### config.mk
export PLATFORM = sky130hd
export DESIGN_NAME = irq_sched_ctrl
export DESIGN_NICKNAME = d
export VERILOG_FILES = /design/src/rtl/irq_sched_ctrl_pkg.sv /design/src/rtl/irq_prio_enc.sv /design/src/rtl/irq_sched_ctrl.sv
export SDC_FILE = /design/constraint.sdc
export NUM_CORES = 1
export LEC_CHECK = 0
export ABC_AREA = 1
export CORE_MARGIN = 8
export CORE_UTILIZATION = 30
export DETAILED_ROUTE_END_ITERATION = 10
export PLACE_DENSITY = 0.73
export SETUP_SLACK_MARGIN = 0.3
export SKIP_LAST_GASP = 1
export SLEW_MARGIN = 0
export SYNTH_ARGS = -nofsm -noshare
export SYNTH_HDL_FRONTEND = slang
export SYNTH_SLANG_ARGS = --single-unit
### constraint.sdc
create_clock -name clk -period 3.5 [get_ports clk]
set_input_delay 0.35 -clock clk [delete_from_list [all_inputs] [get_ports clk]]
set_output_delay 0.35 -clock clk [all_outputs]
set_load 0.1 [all_outputs]
### src/rtl/irq_sched_ctrl_pkg.sv
// Shared definitions for the interrupt scheduler.
// Contents: FSM state type, register word indices (reg_addr[3:2]),
// default acknowledge address and byte enable.
package irq_sched_ctrl_pkg;

  typedef enum logic [1:0] {
    ST_IDLE    = 2'd0,
    ST_GRANT   = 2'd1,
    ST_SERVICE = 2'd2
  } state_t;

  // Word indices of the registers.
  localparam logic [1:0] REG_MASK = 2'd0;
  localparam logic [1:0] REG_EDGE = 2'd1;
  localparam logic [1:0] REG_PEND = 2'd2;
  localparam logic [1:0] REG_CUR  = 2'd3;

  localparam logic [31:0] INT_ACK_ADDR_DEF = 32'h0000_7F20;
  localparam logic [3:0]  ACK_BYTEEN       = 4'b0001;

endpackage

### src/rtl/irq_prio_enc.sv
// Fixed-priority encoder: the lowest set request index wins.
// Ports:
//   i_req   [N_SRC-1:0]  request vector
//   o_valid              at least one request set
//   o_id    [2:0]        index of the winning request (0 when none)
module irq_prio_enc #(
  parameter int unsigned N_SRC = 6
) (
  input  logic [N_SRC-1:0] i_req,
  output logic             o_valid,
  output logic [2:0]       o_id
);

  always_comb begin
    o_valid = 1'b0;
    o_id    = '0;
    for (int unsigned i = 0; i < N_SRC; i++) begin
      if (i_req[i] && !o_valid) begin
        o_valid = 1'b1;
        o_id    = 3'(i);
      end
    end
  end

endmodule

### src/rtl/irq_sched_ctrl.sv
// Interrupt scheduler between hardware interrupt sources and the CPU's
// CP0 interrupt input. Latches edge sources, masks and prioritises
// requests, presents one granted source at a time, tracks service until
// ERET and issues a one-cycle acknowledge write for the external source.
// Ports:
//   clk, reset (async, active low)
//   irq_src     [N_SRC-1:0]  raw source lines
//   reg_addr/reg_we/reg_wdata/reg_rdata  word-addressed register port
//   hwint       [N_SRC-1:0]  one-hot granted source to CP0
//   cpu_int_ack, cpu_eret    CPU handshake
//   in_service               granted source is being serviced
//   ack_addr, ack_byteen     acknowledge write to the interrupt generator
module irq_sched_ctrl
  import irq_sched_ctrl_pkg::*;
#(
  parameter int unsigned N_SRC        = 6,
  parameter int unsigned EXT_IDX      = 2,
  parameter logic [31:0] INT_ACK_ADDR = INT_ACK_ADDR_DEF
) (
  input  logic             clk,
  input  logic             reset,
  input  logic [N_SRC-1:0] irq_src,
  input  logic [3:0]       reg_addr,
  input  logic             reg_we,
  input  logic [31:0]      reg_wdata,
  output logic [31:0]      reg_rdata,
  output logic [N_SRC-1:0] hwint,
  input  logic             cpu_int_ack,
  input  logic             cpu_eret,
  output logic             in_service,
  output logic [31:0]      ack_addr,
  output logic [3:0]       ack_byteen
);

  state_t           r_state;
  logic [N_SRC-1:0] r_mask;
  logic [N_SRC-1:0] r_edge;
  logic [N_SRC-1:0] r_pend;
  logic [N_SRC-1:0] r_sample;
  logic [N_SRC-1:0] r_hwint;
  logic [2:0]       r_cur_id;
  logic             r_in_service;
  logic [31:0]      r_ack_addr;
  logic [3:0]       r_ack_byteen;

  logic [N_SRC-1:0] w_rise;
  logic [N_SRC-1:0] w_eff_pend;
  logic [N_SRC-1:0] w_req;
  logic [N_SRC-1:0] w_w1c;
  logic [N_SRC-1:0] w_ack_clr;
  logic [N_SRC-1:0] w_pend_nxt;
  logic [N_SRC-1:0] w_cur_onehot;
  logic             w_cur_req;
  logic             w_take;
  logic             w_wr_mask;
  logic             w_wr_edge;
  logic             w_wr_pend;
  logic             w_win_valid;
  logic [2:0]       w_win_id;
  logic             w_unused;

  assign w_wr_mask = reg_we && (reg_addr[3:2] == REG_MASK);
  assign w_wr_edge = reg_we && (reg_addr[3:2] == REG_EDGE);
  assign w_wr_pend = reg_we && (reg_addr[3:2] == REG_PEND);

  // Level sources bypass PEND; edge sources only request through PEND.
  assign w_rise     = irq_src & ~r_sample & r_edge;
  assign w_eff_pend = (r_pend & r_edge) | (irq_src & ~r_edge);
  assign w_req      = w_eff_pend & r_mask;

  assign w_cur_onehot = N_SRC'(1) << r_cur_id;
  assign w_cur_req    = |(w_req & w_cur_onehot);
  assign w_take       = (r_state == ST_GRANT) && cpu_int_ack;

  // A new rising edge outranks both the W1C clear and the ack clear.
  assign w_w1c      = w_wr_pend ? reg_wdata[N_SRC-1:0] : '0;
  assign w_ack_clr  = w_take ? w_cur_onehot : '0;
  assign w_pend_nxt = ((r_pend & ~w_w1c & ~w_ack_clr) | w_rise) & r_edge;

  assign w_unused = &{1'b0, reg_addr[1:0], reg_wdata[31:N_SRC]};

  irq_prio_enc #(
    .N_SRC (N_SRC)
  ) u_prio (
    .i_req   (w_req),
    .o_valid (w_win_valid),
    .o_id    (w_win_id)
  );

  always_ff @(posedge clk or negedge reset) begin
    if (!reset) begin
      r_mask   <= '0;
      r_edge   <= N_SRC'(1) << EXT_IDX;
      r_pend   <= '0;
      r_sample <= '0;
    end else begin
      r_pend   <= w_pend_nxt;
      r_sample <= irq_src;
      if (w_wr_mask) r_mask <= reg_wdata[N_SRC-1:0];
      if (w_wr_edge) r_edge <= reg_wdata[N_SRC-1:0];
    end
  end

  always_ff @(posedge clk or negedge reset) begin
    if (!reset) begin
      r_state      <= ST_IDLE;
      r_cur_id     <= '0;
      r_hwint      <= '0;
      r_in_service <= 1'b0;
      r_ack_addr   <= '0;
      r_ack_byteen <= '0;
    end else begin
      r_ack_addr   <= '0;
      r_ack_byteen <= '0;
      case (r_state)
        ST_IDLE: begin
          r_hwint      <= '0;
          r_in_service <= 1'b0;
          if (w_win_valid) begin
            r_state  <= ST_GRANT;
            r_cur_id <= w_win_id;
            r_hwint  <= N_SRC'(1) << w_win_id;
          end
        end
        ST_GRANT: begin
          if (cpu_int_ack) begin
            r_state      <= ST_SERVICE;
            r_hwint      <= '0;
            r_in_service <= 1'b1;
            if (r_cur_id == 3'(EXT_IDX)) begin
              r_ack_addr   <= INT_ACK_ADDR;
              r_ack_byteen <= ACK_BYTEEN;
            end
          end else if (!w_cur_req) begin
            r_state <= ST_IDLE;
            r_hwint <= '0;
          end
        end
        ST_SERVICE: begin
          if (cpu_eret) begin
            r_state      <= ST_IDLE;
            r_in_service <= 1'b0;
          end
        end
        default: begin
          r_state      <= ST_IDLE;
          r_hwint      <= '0;
          r_in_service <= 1'b0;
        end
      endcase
    end
  end

  always_comb begin
    reg_rdata = '0;
    case (reg_addr[3:2])
      REG_MASK: reg_rdata[N_SRC-1:0] = r_mask;
      REG_EDGE: reg_rdata[N_SRC-1:0] = r_edge;
      REG_PEND: reg_rdata[N_SRC-1:0] = w_eff_pend;
      REG_CUR:  reg_rdata = {r_in_service, 28'b0, r_cur_id};
      default:  reg_rdata = '0;
    endcase
  end

  assign hwint      = r_hwint;
  assign in_service = r_in_service;
  assign ack_addr   = r_ack_addr;
  assign ack_byteen = r_ack_byteen;

endmodule

==> run summary <==
PLACE
--------------------------------------------------------------------------------------
# port buffers ..........................................................           41
Cells after DPL .........................................................          440
Placer Congestion .......................................................       0.8364
Post-detail-place hpwl ..................................................     4.313 mm

WORST HOLD PATH
--------------------------------------------------------------------------------------
Path class of the lowest-slack min-delay path ...........................  in -> async

YOSYS
--------------------------------------------------------------------------------------
Number of distinct standard cells referenced by the synthesized netlist .           25
Multiplexer share of the synthesized area ...............................           0%
Primary FF master, synth ................................................      dfrtp_1
Leading post-synthesis cells by cell area ............................... dfrtp_1 (38%), buf_4 (19%), nand2_1 (13%)
Synthesized area divided by synthesized cell count ......................    7.768 µm²
Post-synth EDFFs ........................................................            0
Xor and xnor fraction of the mapped netlist area ........................           0%
Post-synthesis share of cell area spent on and, or, nand and nor gates ..       27.91%
Synth Warn # ............................................................            0
Area share of the largest cell type after synthesis .....................       37.78%
Number of instances in the synthesized netlist ..........................          307
Share of the yosys chip area belonging to registers .....................       38.88%
Largest family of logic cells by synthesized area ....................... simple AND/OR/NAND/NOR gates
Post-synthesis register bit count .......................................           37
Cell type with the highest aggregate area in the netlist ................      dfrtp_1
Async set-reset flop share out of synthesis .............................       100.0%
Post-Synthesis Cell Area ................................................     2385 µm²
Post-synthesis adder-cell area fraction .................................           0%
Compound-Gate Fraction of Synth Area ....................................       8.290%

ROUTE
--------------------------------------------------------------------------------------
DRC violations left .....................................................            0
Routed vias/inst ........................................................        4.138
Initial DRC Count .......................................................          119
Drt total wl ............................................................     5.387 mm
Via Count ...............................................................         1854
Iteration count of the initial detailed-routing pass ....................            4
Post-route antenna net violation count ..................................            0
Average wire length per cell after detail routing .......................     12.02 µm

GRT
--------------------------------------------------------------------------------------
Via count of the first global-routing pass ..............................         1857
Pin count of the biggest net entering global routing ....................           38
Initial antenna violation count .........................................            0
Global-route wire length before repair ..................................     8.921 mm
Grt ovf .................................................................            0
Global-route usage over all layers ......................................       9.855%

FINAL LAYOUT
--------------------------------------------------------------------------------------
Number of filler cells placed in the layout .............................          835
Number of inserted diodes ...............................................            0
NumNets Final ...........................................................          392
Share of final-layout standard cells stronger than drive strength 1 .....       14.74%
Layout Cells excl Fill ..................................................          448
Area added between synthesis and finish .................................       15.79%

STA
--------------------------------------------------------------------------------------
Hold violation total from the final report ..............................            0
Final Skew ..............................................................  0.004403 ns
Post-route minimum period ...............................................     2.298 ns
Share of the clock period used by the worst path after layout ...........       65.66%
Final number of setup-violating endpoints ...............................            0
RSZ-0062 raised after global routing ....................................           no
Max Freq ................................................................   0.4352 GHz
Least-Margin Pin Slew ...................................................    0.9944 ns
Worst rel slew slack ....................................................       33.50%
Number of pins exceeding their max-slew limit in the final report .......            0
Sum of negative setup slack .............................................         0 ns

FLOORPLAN
--------------------------------------------------------------------------------------
Die area ................................................................    11060 µm²
Standard-cell row count .................................................           32
Die width ...............................................................     105.2 µm
Area of the core region .................................................     7727 µm²
Number of placed I/O pins ...............................................          122
Die Height ..............................................................     105.2 µm
Initial core utilization ................................................       30.86%

CLOCK NETWORK
--------------------------------------------------------------------------------------
H-tree lvl count ........................................................            2
Sink Count ..............................................................           37
Root buffer cell ........................................................     clkbuf_8
Number of buffers inserted to repair setup after CTS ....................            0
Maximum number of buffers from clock root to sink .......................            2
PostCTS Resize Cnt ......................................................            0
Hold-fix buffer count after cts .........................................            0
Worst-Skew Late Latency .................................................      0.30 ns
Clock tree from TritonCTS ...............................................         done
Clock slew at reported path FFs .........................................      0.07 ns
Number of buffers created by CTS ........................................            5

POWER AND IR DROP
--------------------------------------------------------------------------------------
Power density relative to cell area ..................................... 686.5 nW/µm²
Worst vdd ir ............................................................  0.0002561 V
Leakage power figure ....................................................     1.443 nW

CRITICAL PATH
--------------------------------------------------------------------------------------
Delay contributed by the slowest stage of the critical path .............      1.18 ns
CP top delay family ..................................................... buffers and inverters
Category of the critical setup timing path ..............................   reg -> out
Worst Setup Start Kind ..................................................    flip-flop
Maximum fanout along the worst path .....................................            9
Reg2Reg Setup Slack .....................................................      2.02 ns
Nature of the critical path endpoint ....................................   output pin
Worst path required time ................................................      3.15 ns
Worst path cell trace ................................................... clkdlybuf4s50_1
Buffers and inverters on the worst path .................................            1
Crit path arrival time ..................................................      1.95 ns
Slowest cell on crit path ............................................... clkdlybuf4s50_1

FLOW RUN
--------------------------------------------------------------------------------------
Max-Cap Viols ...........................................................            0

RUN STATUS
--------------------------------------------------------------------------------------
Run status ..............................................................    completed

registers in the layout (all words and copies together), names as in the netlist:
name and flops:
ack_addr 1, r_state 2, r_cur_id 3, r_sample 6, r_mask 6, hwint 6, in_service 1, r_pend 6
r_edge 6
cells in the final DEF (no fill, tap or decap), types with 2 or more instances in the layout:
master           synthesis  final
o21ai_1                  5      5
a21oi_1                 10     10
buf_4                   60      8
nand2_2                  6      6
o21ai_0                 10     10
nor2_2                   3      3
inv_1                   24     24
o21ai_2                  2      2
o211ai_1                 4      4
clkbuf_8                 0      6
nand2_1                 85     85
nand3_1                 15     15
nor2_1                  10     10
inv_2                   11     11
conb_1                   1     52
o22ai_1                  4      4
nand4_1                  4      4
nand2_4                 10     10
clkdlybuf4s50_1          0     34
dfrtp_1                 36     36
where the power goes:
part | total (mW) | switching [mW] | internal, mW
Clock | 0.390 | 0.157 | 0.232
Sequential | 0.567 | 0.0656 | 0.502
Combinational | 0.938 | 0.761 | 0.178
worst paths after layout:
path,from,end,cells after the start
worst max-delay path,ack_addr[13]$_DFF_PN0_,ack_addr[13],1
worst min-delay path,reset,r_sample[3]$_DFF_PN0_,2
worst max register to register,r_edge[2]$_DFFE_PN1P_,r_cur_id[0]$_DFFE_PN0P_,11
worst min register to register,hwint[0]$_DFFE_PN0P_,hwint[0]$_DFFE_PN0P_,2
max in group asynchronous,reset,r_edge[2]$_DFFE_PN1P_,2
min in group clk,hwint[0]$_DFFE_PN0P_,hwint[0]$_DFFE_PN0P_,2
worst register-to-register path: stages (launching register included):
cell,delay (ns)
dfstp_2,0.56
inv_2,0.06
nand2_4,0.06
nand2_4,0.06
nand2_4,0.07
nand2_2,0.08
nor2_4,0.14
nand3_2,0.10
nand2_2,0.10
inv_2,0.06
nand2_1,0.05
nand2_1,0.04
logic make-up after synthesis:
logic type / count (synthesis)
AND/OR/NAND/NOR: 137
buffers and inverters: 97
flip-flops: 37
AO/OA/AOI/OAI: 35
other: 1
cells in the mapped netlist, types with 4 or more instances:
cell       n
a21oi_1   10
o211ai_1   4
inv_2     11
inv_1     24
o22ai_1    4
nand3_1   15
o21ai_0   10
o21ai_1    5
nor2_1    10
dfrtp_1   36
buf_4     60
nand2_4   10
nand2_1   85
nand4_1    4
nand2_2    6
metrics by stage:
step | total power, mW | setup WS [ns] | hold WS (ns) | cell area [µm²] | util [%]
2_1_floorplan | 1.388 | 0.8548 | 0.05441 | 2576 | -
3_3_place_gp | 1.495 | 1.267 | 0.4586 | 2645 | 34.23
3_5_place_dp | 1.511 | 1.244 | 0.4645 | 2645 | 34.23
4_1_cts | 1.900 | 1.175 | 0.4820 | 2761 | 35.74
5_1_grt | 1.992 | 1.117 | 0.5012 | 2761 | 35.74
6_report | 1.896 | 1.202 | 0.4694 | 2761 | 35.74
layout make-up:
type	instances	area [µm²]	share of cell area [%]
clock buffers	7	86.33	3.126
clock inverters	1	30.03	1.087
inverters	35	131.4	4.758
multi-input cells	224	1059	38.33
flip-flops and latches	37	927.1	33.57
well taps	102	127.6	4.622
repair buffers	42	400.4	14.50
metal layers:
| metal | GRT usage [%] | vias up | wire, µm |
|---|---|---|---|
| met4 | 2.446 | 0 | 42 |
| li1 | - | 929 | - |
| met3 | 3.440 | 4 | 415 |
| met5 | 0 | - | 0 |
| met1 | 12.12 | 853 | 2409 |
| met2 | 16.06 | 68 | 2520 |
Note: power is estimated with default switching activity, not from simulation.
